[src/rtl/data_memory.sv]
// 256 x 8 data memory with a fixed multi-cycle access latency.
// BUSYWAIT stalls the CPU from request acceptance until the access completes.
module data_memory #(
    parameter int unsigned LATENCY = 5
) (
    input  logic       clk_i,
    input  logic       reset_i,
    input  logic       read_i,
    input  logic       write_i,
    input  logic [7:0] address_i,
    input  logic [7:0] writedata_i,
    output logic [7:0] readdata_o,
    output logic       busywait_o
);

    typedef enum logic [1:0] {
        StIdle,
        StBusy,
        StDone
    } state_e;

    localparam logic [3:0] CntLoad = 4'(LATENCY - 1);

    state_e     state_q, state_d;
    logic [3:0] cnt_q, cnt_d;
    logic [7:0] addr_q, addr_d;
    logic [7:0] wdata_q, wdata_d;
    logic       op_write_q, op_write_d;
    logic [7:0] readdata_q;
    logic [7:0] mem_q [256];

    logic req_valid;
    logic access;

    // Both READ and WRITE high is not a request.
    assign req_valid = read_i ^ write_i;

    always_comb begin
        state_d    = state_q;
        cnt_d      = cnt_q;
        addr_d     = addr_q;
        wdata_d    = wdata_q;
        op_write_d = op_write_q;
        access     = 1'b0;
        case (state_q)
            StIdle: begin
                if (req_valid) begin
                    addr_d     = address_i;
                    wdata_d    = writedata_i;
                    op_write_d = write_i;
                    cnt_d      = CntLoad;
                    state_d    = StBusy;
                end
            end
            StBusy: begin
                if (cnt_q != 4'd0) begin
                    cnt_d = cnt_q - 4'd1;
                end else begin
                    access  = 1'b1;
                    state_d = StDone;
                end
            end
            StDone: state_d = StIdle;
            default: state_d = StIdle;
        endcase
    end

    assign busywait_o = (state_q == StBusy) || ((state_q == StIdle) && req_valid);
    assign readdata_o = readdata_q;

    always_ff @(posedge clk_i) begin
        if (reset_i) begin
            state_q    <= StIdle;
            cnt_q      <= 4'd0;
            addr_q     <= 8'h00;
            wdata_q    <= 8'h00;
            op_write_q <= 1'b0;
            readdata_q <= 8'h00;
        end else begin
            state_q    <= state_d;
            cnt_q      <= cnt_d;
            addr_q     <= addr_d;
            wdata_q    <= wdata_d;
            op_write_q <= op_write_d;
            if (access && !op_write_q) begin
                readdata_q <= mem_q[addr_q];
            end
        end
    end

    // Array is never cleared; reset only suppresses a completing write.
    always_ff @(posedge clk_i) begin
        if (!reset_i && access && op_write_q) begin
            mem_q[addr_q] <= wdata_q;
        end
    end

endmodule

[config.mk]
export PLATFORM = sky130hd
export DESIGN_NAME = data_memory
export DESIGN_NICKNAME = d
export VERILOG_FILES = /design/src/rtl/data_memory.sv
export SDC_FILE = /design/constraint.sdc
export NUM_CORES = 2
export LEC_CHECK = 0
export BUFFER_PORTS_ARGS = -buffer_cell sky130_fd_sc_hd__buf_2
export CORE_ASPECT_RATIO = 1.1
export CORE_UTILIZATION = 57
export CTS_CLUSTER_SIZE = 25
export DETAILED_ROUTE_END_ITERATION = 7
export GPL_TIMING_DRIVEN = 0
export PLACE_DENSITY_LB_ADDON = 0.3
export SLEW_MARGIN = 20
export SYNTH_ARGS = -nofsm -noshare
export SYNTH_HDL_FRONTEND = slang
export SYNTH_SLANG_ARGS = --single-unit
[constraint.sdc]
create_clock -name clk_i -period 4.3 [get_ports clk_i]
set_clock_uncertainty 0.15 [all_clocks]
set_input_delay 0.215 -clock clk_i [delete_from_list [all_inputs] [get_ports clk_i]]
set_output_delay 0.215 -clock clk_i [all_outputs]
set_load 0.1 [all_outputs]
==> summary.txt <==
=================================================================================
PnR worst setup slack                                                     -280 ps
Power density over the cells                                          485 nW/um^2
Fin nets                                                                    4,217
Clock tree buffer depth                                                         3
Critical Path Sink Type                                                 flip-flop
Critical path required time                                               4630 ps
Design Area, Final                                                    92,000 um^2
Placed cell area                                                      84,200 um^2
Top post-synthesis cells by count                                    edfxtp_1, mux4_2, nor2_1, nand2_1, mux2i_1
Area enclosed by the die boundary                                    143,000 um^2
Via Count                                                                  45,652
Synthesized area per cell                                               20.7 um^2
Congestion Overflow GR                                                          0
Slew of the pin with the lowest slew margin                               1390 ps
Clock tree from TritonCTS                                                    done
TritonCTS Buffers                                                             195
Ys flop type                                                             edfxtp_1
Relative area change from synthesis to final layout                         13.7%
Setup repair after global routing missed its margin                           yes
Library cell used as clock root buffer                                  clkbuf_16
All-Layer GR Usage                                                          0.378
Total of flip-flops plus latches after synthesis                            2,079
Top-count cell post-synth                                                edfxtp_1
Half-perimeter wire length after placement                             175,000 um
Count of distinct cell types in the synthesized netlist                        66
Worst relative slew slack                                                  0.0754
Filler Cells Inserted                                                       8,786
Highest clock frequency the design can meet                               218 MHz
Number of remaining DRC errors                                                 67
Io pins                                                                        29
I/O Buffers                                                                    27
Maximum fanout along the worst path                                            10
Number of failing hold endpoints at the final stage                             0
Worst Setup SP                                                          addr_q[3]
Number of non-filler instances in the completed layout                      6,195
Count of pins over their slew limit                                             0
CTS Sinks                                                                   2,079
Synthesized instance count                                                  3,912
Leakage power                                                             28.8 nW
Library cell occupying the most area in the post-synthesis netlist       edfxtp_1
Path type of the worst min-delay path                                primary input to flip-flop
Post-placement cell count                                                   5,795
Largest net degree at the start of global routing                              86
Post-route antenna net violation count                                          0
Violations in the final reports                                      design-rule violations, negative setup slack
Maximum level of the CTS H-tree                                                 4
Ratio of routed vias to standard cells                                       7.37
Share of synthesized area occupied by flip-flops and latches                0.768
Vias in the first global route                                             43,412
Post-route fraction of the period consumed by the critical path              1.07
Detailed-route wire length per cell                                       43.2 um
Final WL                                                               268,000 um
Setup slack at placement                                                  -783 ps
Total setup violations reported at the end of the flow                        686
Clock transition at path regs                                               60 ps
Fraction of layout instances using a drive strength above 1                 0.288
Count of warnings emitted by yosys                                              0
Mapped cell area                                                      80,900 um^2
DRT Pass-1 Iters                                                                8
Number of flops mapped to enable cells by yosys                             2,048
Maximum ir drop on the vdd rail                                          0.432 mV
Max-cap check violation count                                                   0
Kind of critical path                                                flip-flop to flip-flop
Run status                                                           finished, violations left
Setup_tns                                                              -56,590 ps
Min Tclk post-route                                                       4580 ps
Floorplan core area                                                  140,000 um^2
Crit start category                                                     flip-flop
Die width                                                                  361 um
Number of rows in the core area                                               144
Final weighted congestion of routability-driven global placement             1.07
Arr. time, crit path                                                      4910 ps
Height of the die                                                          397 um
Synthesized netlist net count                                               3,933
First-pass GRT wire length                                             359,000 um
Worst hold-check slack                                                    37.4 ps
Initial standard-cell utilization of the core                               0.576
Post-synth ARST share                                                           0
Portion of synthesized cell area occupied by the leading cell type          0.761
Source of the worst hold timing path                                 writedata_i[6]
R2r startpoint                                                          addr_q[3]
Initial antenna violation count                                                12
Biggest area contributors in the synthesized netlist                 edfxtp_1, mux4_2, mux2i_1
Later-pin clock latency in the skew report                                 860 ps
DRC marker count from the first detailed-route iteration                    9,119
=================================================================================
-- cells in the final DEF (no fill, tap or decap), types with 31 or more instances in the layout --
master         count
edfxtp_1        2048
mux2i_1          132
nand2_1          175
nor2_4           127
clkinv_1          40
clkinv_2          41
a21oi_1           46
nor2_2            64
clkbuf_16        198
nand3_1           50
buf_2             98
clkbuf_2          36
dlygate4sd3_1     31
buf_4             55
o21ai_0           35
nor2_1           132
mux4_2           492
clkbuf_1          99
o22ai_1           42
a22oi_1           35
-- worst max-delay path: stages (launching register included) --
cell	delay (ps)
dfxtp_1	320
buf_2	190
clkbuf_1	560
nor2_1	990
nand2_1	810
clkbuf_4	620
nor2_2	550
-- final cells by class --
cell class	instances	area, um^2	share of cell area
Sequential cell	2079	62100	0.676
Multi-Input combinational cell	1581	18600	0.202
Clock buffer	246	5150	0.0560
Tap cell	1825	2280	0.0248
Buffer	241	1420	0.0154
Timing Repair Buffer	91	1260	0.0137
Clock inverter	117	1110	0.0120
Inverter	7	26.3	0.000286
Antenna cell	8	20.0	0.000218
-- what timing repair did --
| item | in CTS | in global routing |
|---|---|---|
| pin swaps | 0 | 1 |
| endpoints found under the hold margin | 24 | 0 |
| buffers inserted | 0 | 0 |
| setup endpoints to repair | 1837 | 1064 |
| resized for setup | 271 | 95 |
| hold buffers | 31 | 0 |
-- through the flow --
step,util,power [mW]
after floorplan,-,25.4
after global placement,0.593,27.4
after detailed placement,0.600,27.4
after CTS,0.653,44.2
after global routing,0.655,45.1
final,0.655,44.6
-- logic make-up (layout without fill, tap and decap cells) --
family | Yosys count | count (layout) | share of synthesized area
other cells | 0 | 8 | 0
simple gates | 647 | 647 | 0.0337
buf+inv | 252 | 702 | 0.0168
compound gates | 283 | 283 | 0.0242
mux | 648 | 648 | 0.157
fa+ha+maj | 1 | 1 | 0.000155
flops | 2079 | 2079 | 0.768
xor+xnor | 2 | 2 | 0.000217
-- power by group --
| part | internal, mW | leakage (nW) | switching (mW) |
|---|---|---|---|
| Combinational | 1.37 | 6.21 | 3.32 |
| Clock | 9.64 | 3.07 | 7.59 |
| Sequential | 22.5 | 19.5 | 0.161 |
| Total | 33.5 | 28.8 | 11.1 |
-- worst paths after layout --
| kind | endpoint | slack [ps] | cells past startpoint |
|---|---|---|---|
| max | mem_q[192][6] | -280 | 6 |
| min | wdata_q[6] | 40 | 4 |
| max reg2reg | mem_q[192][6] | -280 | 6 |
| min reg2reg | cnt_q[0] | 350 | 2 |
-- flip-flops by register name (all words and copies together) (netlist names) --
name and flops:
addr_q 8, cnt_q 4, state_q 2, readdata_o 8, mem_q 2048, wdata_q 8, op_write_q 1
-- metal layers --
metal	GRT usage	wire, um	share of wire	vias up
li1	-	-	-	16741
met1	0.473	85300	0.32	23278
met2	0.532	114000	0.43	4548
met3	0.165	45100	0.17	1063
met4	0.260	22600	0.084	22
met5	0.00964	269	0.0010	-
Power figures use the tool's default switching activity.
